===== config.mk =====
export PLATFORM = sky130hd
export DESIGN_NAME = tra_mon
export DESIGN_NICKNAME = d
export VERILOG_FILES = /design/src/rtl/tra_pkg.sv /design/src/rtl/tra_axis_chk.sv /design/src/rtl/tra_mon.sv
export SDC_FILE = /design/constraint.sdc
export NUM_CORES = 1
export LEC_CHECK = 0
export ABC_AREA = 1
export BUFFER_PORTS_ARGS = -buffer_cell sky130_fd_sc_hd__buf_2
export CORE_MARGIN = 2
export CORE_UTILIZATION = 45
export DETAILED_ROUTE_END_ITERATION = 12
export GPL_TIMING_DRIVEN = 0
export PLACE_DENSITY = 0.66
export SETUP_SLACK_MARGIN = 0.1
export SLEW_MARGIN = 20
export SYNTH_ARGS = -nofsm -noshare
export SYNTH_HDL_FRONTEND = slang
export SYNTH_SLANG_ARGS = --single-unit

===== constraint.sdc =====
create_clock -name clk -period 2.8 [get_ports clk]
set_input_delay 0.28 -clock clk [delete_from_list [all_inputs] [get_ports clk]]
set_output_delay 0.28 -clock clk [all_outputs]
set_load 0.01 [all_outputs]

===== src/rtl/tra_pkg.sv =====
// Shared definitions for the traffic-light safety monitor.
// Latency: none (types, constants and one pure function).
// Backpressure: not applicable.
package tra_pkg;

    // Car light encodings
    localparam logic [1:0] CAR_RED    = 2'b00;
    localparam logic [1:0] CAR_GREEN  = 2'b01;
    localparam logic [1:0] CAR_YELLOW = 2'b10;

    // Pedestrian light encodings
    localparam logic [1:0] HMN_DONT_WALK = 2'b00;
    localparam logic [1:0] HMN_WALK      = 2'b01;
    localparam logic [1:0] HMN_FLASH     = 2'b10;

    // Shared by both light types
    localparam logic [1:0] LIGHT_INV = 2'b11;

    // Fault codes; a lower value wins when several fire together
    localparam logic [2:0] FC_NONE         = 3'd0;
    localparam logic [2:0] FC_CONFLICT     = 3'd1;
    localparam logic [2:0] FC_TRANSITION   = 3'd2;
    localparam logic [2:0] FC_INVALID      = 3'd3;
    localparam logic [2:0] FC_YELLOW_LEN   = 3'd4;
    localparam logic [2:0] FC_HMN_CONFLICT = 3'd5;
    localparam logic [2:0] FC_RED_TIMEOUT  = 3'd6;

    typedef enum logic [1:0] {
        ST_INIT  = 2'd0,
        ST_RUN   = 2'd1,
        ST_FAULT = 2'd2
    } state_t;

    // The only car changes allowed: RED->GREEN, GREEN->YELLOW, YELLOW->RED
    function automatic logic car_step_legal(input logic [1:0] prev, input logic [1:0] cur);
        return ((prev == CAR_RED)    && (cur == CAR_GREEN))  ||
               ((prev == CAR_GREEN)  && (cur == CAR_YELLOW)) ||
               ((prev == CAR_YELLOW) && (cur == CAR_RED));
    endfunction

endpackage


===== src/rtl/tra_axis_chk.sv =====
// Per-axis sampler and rule checker: samples car/hmn lights, tracks dwell, flags codes 2..6.
// Latency: inputs registered once; check outputs are combinational on the registered samples.
// Backpressure: none; evaluates every cycle.
// Ports: car_i/hmn_i raw lights; car_o current car sample; valid_o no 11 in the current samples;
//        gr2yl_o GREEN->YELLOW seen; viol_o/code_o lowest-code violation on this axis.
module tra_axis_chk
    import tra_pkg::*;
#(
    parameter int YELLOW_LEN = 5,
    parameter int MAX_RED    = 100,
    parameter int CNT_W      = 16
) (
    input  logic       clk,
    input  logic       rst_n,
    input  logic [1:0] car_i,
    input  logic [1:0] hmn_i,
    output logic [1:0] car_o,
    output logic       valid_o,
    output logic       gr2yl_o,
    output logic       viol_o,
    output logic [2:0] code_o
);

    logic [1:0]       car_q;
    logic [1:0]       car_prev_q;
    logic [1:0]       hmn_q;
    logic [CNT_W-1:0] dwell_q;
    logic [CNT_W-1:0] dwell_d;
    logic             car_chg;
    logic             c2_trans;
    logic             c3_inv;
    logic             c4_yel;
    logic             c5_hmn;
    logic             c6_red;

    assign car_chg = (car_q != car_prev_q);

    // dwell_q trails the sample by one cycle, so it always holds the run
    // length of car_prev_q. That is exactly the dwell needed on a phase exit.
    always_comb begin
        dwell_d = dwell_q;
        if (car_chg) begin
            dwell_d = CNT_W'(1);
        end else if (dwell_q != {CNT_W{1'b1}}) begin
            dwell_d = dwell_q + CNT_W'(1);
        end
    end

    always_ff @(posedge clk or negedge rst_n) begin
        if (!rst_n) begin
            car_q      <= CAR_RED;
            car_prev_q <= CAR_RED;
            hmn_q      <= HMN_DONT_WALK;
            dwell_q    <= '0;
        end else begin
            car_prev_q <= car_q;
            car_q      <= car_i;
            hmn_q      <= hmn_i;
            dwell_q    <= dwell_d;
        end
    end

    assign c2_trans = car_chg && !car_step_legal(car_prev_q, car_q);
    assign c3_inv   = (car_q == LIGHT_INV) || (hmn_q == LIGHT_INV);
    assign c4_yel   = (car_prev_q == CAR_YELLOW) && (car_q != CAR_YELLOW) &&
                      (dwell_q != CNT_W'(YELLOW_LEN));
    assign c5_hmn   = ((hmn_q == HMN_WALK) || (hmn_q == HMN_FLASH)) && (car_q != CAR_RED);
    assign c6_red   = (car_prev_q == CAR_RED) && (dwell_q > CNT_W'(MAX_RED));

    always_comb begin
        viol_o = 1'b1;
        code_o = FC_NONE;
        if (c2_trans)    code_o = FC_TRANSITION;
        else if (c3_inv) code_o = FC_INVALID;
        else if (c4_yel) code_o = FC_YELLOW_LEN;
        else if (c5_hmn) code_o = FC_HMN_CONFLICT;
        else if (c6_red) code_o = FC_RED_TIMEOUT;
        else             viol_o = 1'b0;
    end

    assign car_o   = car_q;
    assign valid_o = !c3_inv;
    assign gr2yl_o = (car_prev_q == CAR_GREEN) && (car_q == CAR_YELLOW);

endmodule


===== src/rtl/tra_mon.sv =====
// Traffic-light safety monitor: checks both axes, latches the first fault, counts NS phases.
// Latency: viol_pulse/fault appear on the second rising edge after the offending input.
// Backpressure: none; every cycle is checked.
// Ports: ns/ew_car, ns/ew_hmn lights; clr_fault re-arm; fault/fault_code/fault_axis latched
//        first violation; viol_pulse per-cycle detect; armed in RUN; ns_phase_cnt GREEN->YELLOW count.
module tra_mon
    import tra_pkg::*;
#(
    parameter int YELLOW_LEN = 5,
    parameter int MAX_RED    = 100,
    parameter int CNT_W      = 16
) (
    input  logic       clk,
    input  logic       rst_n,
    input  logic [1:0] ns_car,
    input  logic [1:0] ew_car,
    input  logic [1:0] ns_hmn,
    input  logic [1:0] ew_hmn,
    input  logic       clr_fault,
    output logic       fault,
    output logic [2:0] fault_code,
    output logic       fault_axis,
    output logic       viol_pulse,
    output logic       armed,
    output logic [7:0] ns_phase_cnt
);

    logic [1:0] ns_car_s, ew_car_s;
    logic       ns_valid, ew_valid;
    logic       ns_gr2yl, ew_gr2yl_unused;
    logic       ns_viol, ew_viol;
    logic [2:0] ns_code, ew_code;

    tra_axis_chk #(.YELLOW_LEN(YELLOW_LEN), .MAX_RED(MAX_RED), .CNT_W(CNT_W)) u_ns (
        .clk     (clk),
        .rst_n   (rst_n),
        .car_i   (ns_car),
        .hmn_i   (ns_hmn),
        .car_o   (ns_car_s),
        .valid_o (ns_valid),
        .gr2yl_o (ns_gr2yl),
        .viol_o  (ns_viol),
        .code_o  (ns_code)
    );

    tra_axis_chk #(.YELLOW_LEN(YELLOW_LEN), .MAX_RED(MAX_RED), .CNT_W(CNT_W)) u_ew (
        .clk     (clk),
        .rst_n   (rst_n),
        .car_i   (ew_car),
        .hmn_i   (ew_hmn),
        .car_o   (ew_car_s),
        .valid_o (ew_valid),
        .gr2yl_o (ew_gr2yl_unused),
        .viol_o  (ew_viol),
        .code_o  (ew_code)
    );

    state_t     state_q;
    logic       fault_q, fault_axis_q, viol_pulse_q, armed_q;
    logic [2:0] fault_code_q;
    logic [7:0] ns_phase_cnt_q;
    logic       conflict, arm_ok, viol_det;
    logic       sel_vld, sel_axis;
    logic [2:0] sel_code;

    assign conflict = (ns_car_s != CAR_RED) && (ew_car_s != CAR_RED);
    assign arm_ok   = ns_valid && ew_valid && !conflict;

    // Conflict is code 1, below anything an axis can report; otherwise the
    // lower axis code wins and NS takes ties.
    always_comb begin
        sel_vld  = 1'b0;
        sel_code = FC_NONE;
        sel_axis = 1'b0;
        if (conflict) begin
            sel_vld  = 1'b1;
            sel_code = FC_CONFLICT;
        end else if (ns_viol && (!ew_viol || (ns_code <= ew_code))) begin
            sel_vld  = 1'b1;
            sel_code = ns_code;
        end else if (ew_viol) begin
            sel_vld  = 1'b1;
            sel_code = ew_code;
            sel_axis = 1'b1;
        end
    end

    assign viol_det = sel_vld && (state_q != ST_INIT);

    always_ff @(posedge clk or negedge rst_n) begin
        if (!rst_n) begin
            state_q        <= ST_INIT;
            fault_q        <= 1'b0;
            fault_code_q   <= FC_NONE;
            fault_axis_q   <= 1'b0;
            viol_pulse_q   <= 1'b0;
            armed_q        <= 1'b0;
            ns_phase_cnt_q <= '0;
        end else begin
            viol_pulse_q <= viol_det;
            if ((state_q == ST_RUN) && ns_gr2yl) begin
                ns_phase_cnt_q <= ns_phase_cnt_q + 8'd1;
            end
            // clr_fault overrides whatever the checks saw this cycle
            if (clr_fault) begin
                state_q      <= ST_INIT;
                fault_q      <= 1'b0;
                fault_code_q <= FC_NONE;
                fault_axis_q <= 1'b0;
                armed_q      <= 1'b0;
            end else begin
                case (state_q)
                    ST_INIT: begin
                        if (arm_ok) begin
                            state_q <= ST_RUN;
                            armed_q <= 1'b1;
                        end
                    end
                    ST_RUN: begin
                        if (viol_det) begin
                            state_q      <= ST_FAULT;
                            armed_q      <= 1'b0;
                            fault_q      <= 1'b1;
                            fault_code_q <= sel_code;
                            fault_axis_q <= sel_axis;
                        end
                    end
                    ST_FAULT: begin
                        // first fault stays latched until clr_fault
                    end
                    default: begin
                        state_q <= ST_INIT;
                        armed_q <= 1'b0;
                    end
                endcase
            end
        end
    end

    assign fault        = fault_q;
    assign fault_code   = fault_code_q;
    assign fault_axis   = fault_axis_q;
    assign viol_pulse   = viol_pulse_q;
    assign armed        = armed_q;
    assign ns_phase_cnt = ns_phase_cnt_q;

endmodule

* Word-level counts from Yosys, hierarchy flattened *
Cells that the tools add are included.

storage, ports and cells
  word-level logic and storage cells = 150
  output and inout port bits = 15
  register bits after elaboration = 61
  input port bits = 11

cells by class
  mux-type cells = 49
  eq/ne operators = 29
  magnitude comparators = 3
  add/sub/neg operators = 3
  reductions and logical operators = 51

operators with widths
  operator               number
  $mux 16                4
  $mux 3                 16
  $add 16x1->16 const B  2
  $gt 16x7->1 const B    2
  $ne 16x16->1 const B   2
  $ne 16x3->1 const B    2
  $mux 1                 24
  $eq 2x2->1 const B     11
  $logic_and 1x1->1      22
  $eq 2x1->1 const B     7
  $reduce_bool 2->1      7
  $logic_not 2->1        5
  $logic_or 1x1->1       9
  $add 8x1->8 const B    1
  $logic_not 1->1        6
  $mux 2                 3
  $ne 2x2->1 const B     3
  $ne 3x3->1 const B     2
  $pmux 2 s3             1
  $ne 2x2->1             2
  $le 3x3->1             1
  $pmux 1 s3             1
  $reduce_and 3->1       1
  $reduce_and 2->1       1

* Depth between registers and ports, before layout *
  depth in word-level cells = 16
  gate-level depth with buffers = 18
  gate-level depth less buffers = 18

* Modules after synthesis *
Synthesis repeated with hierarchy kept, for this count alone.

second synthesis, totals
  cell total of the unflattened synthesis = 500
  area, all modules = 3,716.1 um2

by module, submodules not included
  module        area an instance (um2)  cells an instance  instances
  tra_axis_chk  1,426.4                 200                2
  tra_mon       863.3                   100                1

* Least setup slack after synthesis *
No wires, ideal clock.

  path kind = reg-to-reg
  from = register u_ns.dwell_q[1]
  to = register fault_code_q[0], in the netlist fault_code[0]
  period minus slack after synthesis = 2.099 ns
  arrival time = 1.982 ns
  path buffers = 0
  required time = 2.683 ns
  stages on the path, launching flop included = 18
  setup slack = 0.701 ns
  cells stage by stage = dfrtp_1 > inv_1 > ha_1 > nand3_1 > nor2_1 > nand2_1 > nand2_1 > nand2_1 > a21oi_1 > inv_1 > ha_1 > nand3b_1 > a32oi_1 > nand2_2 > nand3_1 > nand3_1 > nand2_1 > nand2_1

between the ends
  longest elaborated chain between the ends = 15

ends and longest elaborated chain
  what                                                line                           text
  start, declared                                     tra_axis_chk.sv:27             logic [CNT_W-1:0] dwell_q;
  start signal, assigned                              tra_axis_chk.sv:59             dwell_q <= dwell_d;
  $gt 16x7->1                                         tra_axis_chk.sv:68             assign c6_red = (car_prev_q == CAR_RED) && (dwell_q > CNT_W'(MAX_RED));
  $logic_and 1x1->1                                   tra_axis_chk.sv:68
  $mux 3                                              tra_axis_chk.sv:77             else if (c6_red) code_o = FC_RED_TIMEOUT;
  $mux 3                                              tra_axis_chk.sv:76             else if (c5_hmn) code_o = FC_HMN_CONFLICT;
  $mux 3                                              tra_axis_chk.sv:75             else if (c4_yel) code_o = FC_YELLOW_LEN;
  $mux 3                                              tra_axis_chk.sv:74             else if (c3_inv) code_o = FC_INVALID;
  $mux 3                                              tra_axis_chk.sv:73             if (c2_trans) code_o = FC_TRANSITION;
  $le 3x3->1                                          tra_mon.sv:78                  end else if (ns_viol && (!ew_viol || (ns_code <= ew_code))) begin
  $logic_or 1x1->1                                    tra_mon.sv:78
  $logic_and 1x1->1                                   tra_mon.sv:78
  $mux 3 / $mux 1 (equally long branches)             tra_mon.sv:78
  $mux 3 / $mux 1 (equally long branches)             tra_mon.sv:75                  if (conflict) begin
  $mux 3 / $logic_and 1x1->1 (equally long branches)  tra_mon.sv:120, tra_mon.sv:88
  $mux 3 / $reduce_bool 2->1 (equally long branches)  n/a
  $mux 3 / $reduce_and 2->1 (equally long branches)   n/a
  end signal, assigned                                tra_mon.sv:124                 fault_code_q <= sel_code;
  end, declared                                       tra_mon.sv:60                  logic [2:0] fault_code_q;

Several ways; a longest one is shown, not always the timed one. The select of a mux whose other input is x is not followed.
A chain may end at the register's enable or synchronous reset.

* Final worst setup path *
  from = register u_ew.car_q[0], in the netlist u_ew.car_o[0]
  to = register fault_code_q[0], in the netlist fault_code[0]

between the ends
  longest elaborated chain between the ends = 15

ends and longest elaborated chain
  what                                                  line                           text
  start, declared                                       tra_axis_chk.sv:24             logic [1:0] car_q;
  start signal, assigned                                tra_axis_chk.sv:57             car_q <= car_i;
  $eq 2x1->1 / $eq 2x2->1 (equally long branches)       tra_pkg.sv:36, tra_pkg.sv:37
  $logic_and 1x1->1 (on tied branches)                  n/a
  $logic_or 1x1->1                                      tra_pkg.sv:36                  return ((prev == CAR_RED) && (cur == CAR_GREEN)) ||
  $logic_or 1x1->1                                      tra_pkg.sv:37                  ((prev == CAR_GREEN) && (cur == CAR_YELLOW)) ||
  $logic_not 1->1                                       tra_axis_chk.sv:63             assign c2_trans = car_chg && !car_step_legal(car_prev_q, car_q);
  $logic_and 1x1->1                                     tra_axis_chk.sv:63
  $mux 3 / $mux 1 (equally long branches)               tra_axis_chk.sv:73
  $le 3x3->1 / $logic_not 1->1 (equally long branches)  tra_mon.sv:78
  $logic_or 1x1->1                                      tra_mon.sv:78
  $logic_and 1x1->1                                     tra_mon.sv:78
  $mux 3 / $mux 1 (equally long branches)               tra_mon.sv:78
  $mux 3 / $mux 1 (equally long branches)               tra_mon.sv:75
  $mux 3 / $logic_and 1x1->1 (equally long branches)    tra_mon.sv:120, tra_mon.sv:88
  $mux 3 / $reduce_bool 2->1 (equally long branches)    n/a
  $mux 3 / $reduce_and 2->1 (equally long branches)     n/a

Several ways; a longest one is shown, not always the timed one. The select of a mux whose other input is x is not followed.

==> flow_metrics.py <==
metrics = {
    "clock_tree": {
        "max-clock-path-buffers": 2,
        "cts_tree": "built",
        "worst_skew_pair.late_latency_ns": 0.35,
        "numClockSinks": 60,
        "h-tree-depth": 3,
        "number_of_buffers_created_by_cts": 9,
        "cts.hold.buffers_added": 0,
        "cell_at_the_root_of_the_clock_tree": "clkbuf_8",
        "post-cts-setup-buffer-count": 0,
        "cts-resized-gates": 0,
        "clk_pin_slew_worst_paths_ns": 0.08,
    },
    "power_and_ir_drop": {
        "worst_ir_drop_vdd_uv": 333,
        "power_leakage_nw": 1.86,
        "power_per_cell_area_nw_per_um2": 479,
    },
    "critical_path": {
        "cp.arrival_ns": 2.69,
        "setup.worst_path.class": "reg2reg",
        "endpoint_kind": "flop",
        "worst_ep_required_time_ns": 3.10,
        "critPathLaunchType": "flop",
        "crit_path_max_fanout": 6,
    },
    "sta": {
        "holdWs_ns": -0.0324,
        "achievable_freq_mhz": 418,
        "grt_setup_unrepaired": "no",
        "final.setup.tns_ns": 0,
        "report.final.hold_viol_count": 19,
        "worst_slew_margin_rel_pct": 50.3,
        "timing_max_transition_violations_final": 0,
        "final.period_utilization_pct": 85.4,
        "final.setup_skew_ns": 0.0105,
        "worst_slew_pin_slew_ns": 0.745,
        "setup-violations-final": 0,
        "period_minus_slack_ns": 2.39,
        "finalWorstSetupSlack_ns": 0.410,
    },
    "global_routing": {
        "gr-usage-all-layers_pct": 18.2,
        "globalRouteMet1Util_pct": 22.9,
        "first_global_vias": 2834,
        "wire_length_of_the_first_global_routing_pass_mm": 12.2,
        "grt.met3_usage_pct": 6.31,
        "grt_most_used_layer": "met2",
        "number_of_antenna_violations_at_the_first_check_in_global_routing": 0,
        "grt_util_met2_pct": 28.9,
        "global_route.overflow_total": 0,
        "largest_net_degree_at_the_start_of_global_routing": 61,
    },
    "status": {
        "failed_checks": "negative hold slack",
        "run_status": "complete, but fails checks",
    },
    "layout": {
        "layout.filler_cells": 717,
        "nets": 492,
        "layout.core_utilization_pct": 52.9,
        "post_route_cells_drive_above_1_share_pct": 18.6,
        "antenna_cells": 0,
        "layout.cell_area.non_filler_um2": 3880,
        "multi_input_area_um2": 1690,
        "seq_area_um2": 1500,
        "layout.cells.most_common_list": "78 x nand2_1, 60 x dfrtp_1, 55 x inv_1",
        "most_common_library_cell_in_the_layout_ignoring_fill_and_taps": "nand2_1",
        "synthToLayoutAreaGrowth_pct": 12.6,
    },
    "run": {
        "drv_cap": 0,
    },
    "floorplanning": {
        "die_area_um2": 8370,
        "core_area_um2": 7330,
        "rows": 31,
        "design.portCount": 26,
        "die_height_um": 91.5,
        "die_w_um": 91.5,
        "start_util_pct": 47.0,
    },
    "synth": {
        "yosysSeqAreaShare_pct": 43.6,
        "post_synth.cell_area_avg_um2": 7.96,
        "distinct_cells_synth": 34,
        "gate_count_after_technology_mapping": 433,
        "summed_instance_area_of_the_synthesized_netlist_um2": 3450,
        "yosys_register_bits": 60,
        "yosysWarningCount": 0,
        "mappedNetlistNets": 456,
    },
    "placed_design": {
        "place.detailed.hpwl_mm": 5.07,
        "pre_cts_ws_ns": 0.452,
        "cell_area_reported_after_detailed_placement_um2": 3700,
        "gpl.final_weighted_congestion": 0.810,
        "numPortBuffers": 25,
    },
    "detailed_routing": {
        "drtIter0Drc": 112,
        "drt_pass_1_iters": 4,
        "via_count_of_the_routed_design": 2892,
        "routed_wire_length_per_instance_um": 12.0,
        "avgViaCountPerCell": 5.05,
        "post-route-drc-count": 0,
        "postRouteAntennaNets": 0,
        "finalWirelength_mm": 6.85,
    },
    "min_path": {
        "hp-class": "in2async",
    },
}
## final timing paths
check	start	end	slack, ns	cells after the start
worst min register to register	u_ew.car_o[1]	u_ew.car_prev_q[1]	0.47	0
max in group asynchronous	rst_n	u_ns.car_o[1]	2.30	1
worst max register to register	u_ew.car_o[0]	fault_code[0]	0.41	17
min in group clk	ew_hmn[1]	u_ew.hmn_q[1]	0.03	1
worst min-delay path	rst_n	u_ns.dwell_q[6]	-0.03	1
worst max-delay path	u_ew.car_o[0]	fault_code[0]	0.41	17
## cell families (layout without fill, tap and decap cells)
| family | count (synthesis) | in the layout | synth area share, % |
|---|---|---|---|
| flip-flops | 60 | 60 | 43.6 |
| AO/OA/AOI/OAI | 70 | 70 | 11.5 |
| AND/OR/NAND/NOR | 213 | 213 | 30.6 |
| adder cells (fa/ha/maj) | 12 | 12 | 4.36 |
| XOR/XNOR | 10 | 10 | 2.54 |
| buffers and inverters | 68 | 109 | 7.44 |
## Yosys cell counts (all sizes together)
cell type / instances / area, um2
nand2: 88 / 355
inv: 65 / 244
nor2: 63 / 299
dfrtp: 60 / 1500
nand3: 34 / 198
o21ai: 31 / 155
a21oi: 22 / 118
nor3: 17 / 115
ha: 12 / 150
a31oi: 8 / 50.1
nand4: 7 / 43.8
a211oi: 5 / 42.5
xnor2: 5 / 43.8
xor2: 5 / 43.8
clkbuf: 2 / 8.75
nand3b: 2 / 27.5
o21a: 2 / 15.0
a32oi: 1 / 8.76
and2: 1 / 8.76
clkinv: 1 / 3.75
nor4: 1 / 6.26
o31ai: 1 / 7.51
## sequential cells by signal, summed over array words and instances, names as in the netlist
| register | flops |
|---|---|
| u_ns.car_o | 2 |
| fault | 1 |
| fault_code | 3 |
| u_ns.dwell_q | 16 |
| u_ew.hmn_q | 2 |
| ns_phase_cnt | 8 |
| u_ew.car_prev_q | 2 |
| state_q | 2 |
| viol_pulse | 1 |
| u_ew.car_o | 2 |
| u_ns.hmn_q | 2 |
| u_ew.dwell_q | 16 |
| fault_axis | 1 |
| u_ns.car_prev_q | 2 |
## layer usage
layer,wire length [um],vias up
li1,-,1494
met1,3350,1344
met2,3090,41
met3,288,13
met4,124,0
met5,0,-
## power by group
part / leakage, nW / internal [W] / switching (W)
Combinational: 0.969 / 0.0000790 / 0.000145
Clock: 0.0868 / 0.000332 / 0.000391
Sequential: 0.799 / 0.000890 / 0.0000236
## worst max-delay path, stage by stage (launching register included)
cell,delay (ns)
dfrtp_1,0.45
nor2_1,0.30
inv_2,0.06
nand2_1,0.06
nor2_1,0.04
nor2_2,0.18
nor2_4,0.05
nand2_1,0.09
inv_1,0.05
ha_1,0.28
nand3b_1,0.08
a32oi_1,0.24
nand2_2,0.13
nand2_2,0.09
nand2_1,0.06
nand3_1,0.07
nand2_1,0.05
nand2_1,0.05
## layout make-up
class	instances	share of cell area, %
Sequential cell	60	38.7
Inverter	66	6.39
Clock buffer	9	3.19
Clock inverter	7	1.52
Buffer	2	0.226
Tap cell	99	3.19
Multi-Input combinational cell	305	43.5
Timing Repair Buffer	25	3.29
## metrics by stage
| stage | power, W | hold slack (ns) | instances |
|---|---|---|---|
| 2_1_floorplan | 0.00109 | -0.0156 | 433 |
| 3_3_place_gp | 0.00115 | 0.388 | 557 |
| 3_5_place_dp | 0.00115 | 0.389 | 557 |
| 4_1_cts | 0.00189 | 0.00721 | 573 |
| 5_1_grt | 0.00196 | 0.000723 | 573 |
| 6_report | 0.00186 | -0.0324 | 573 |
(Power assumes the default switching activity.)
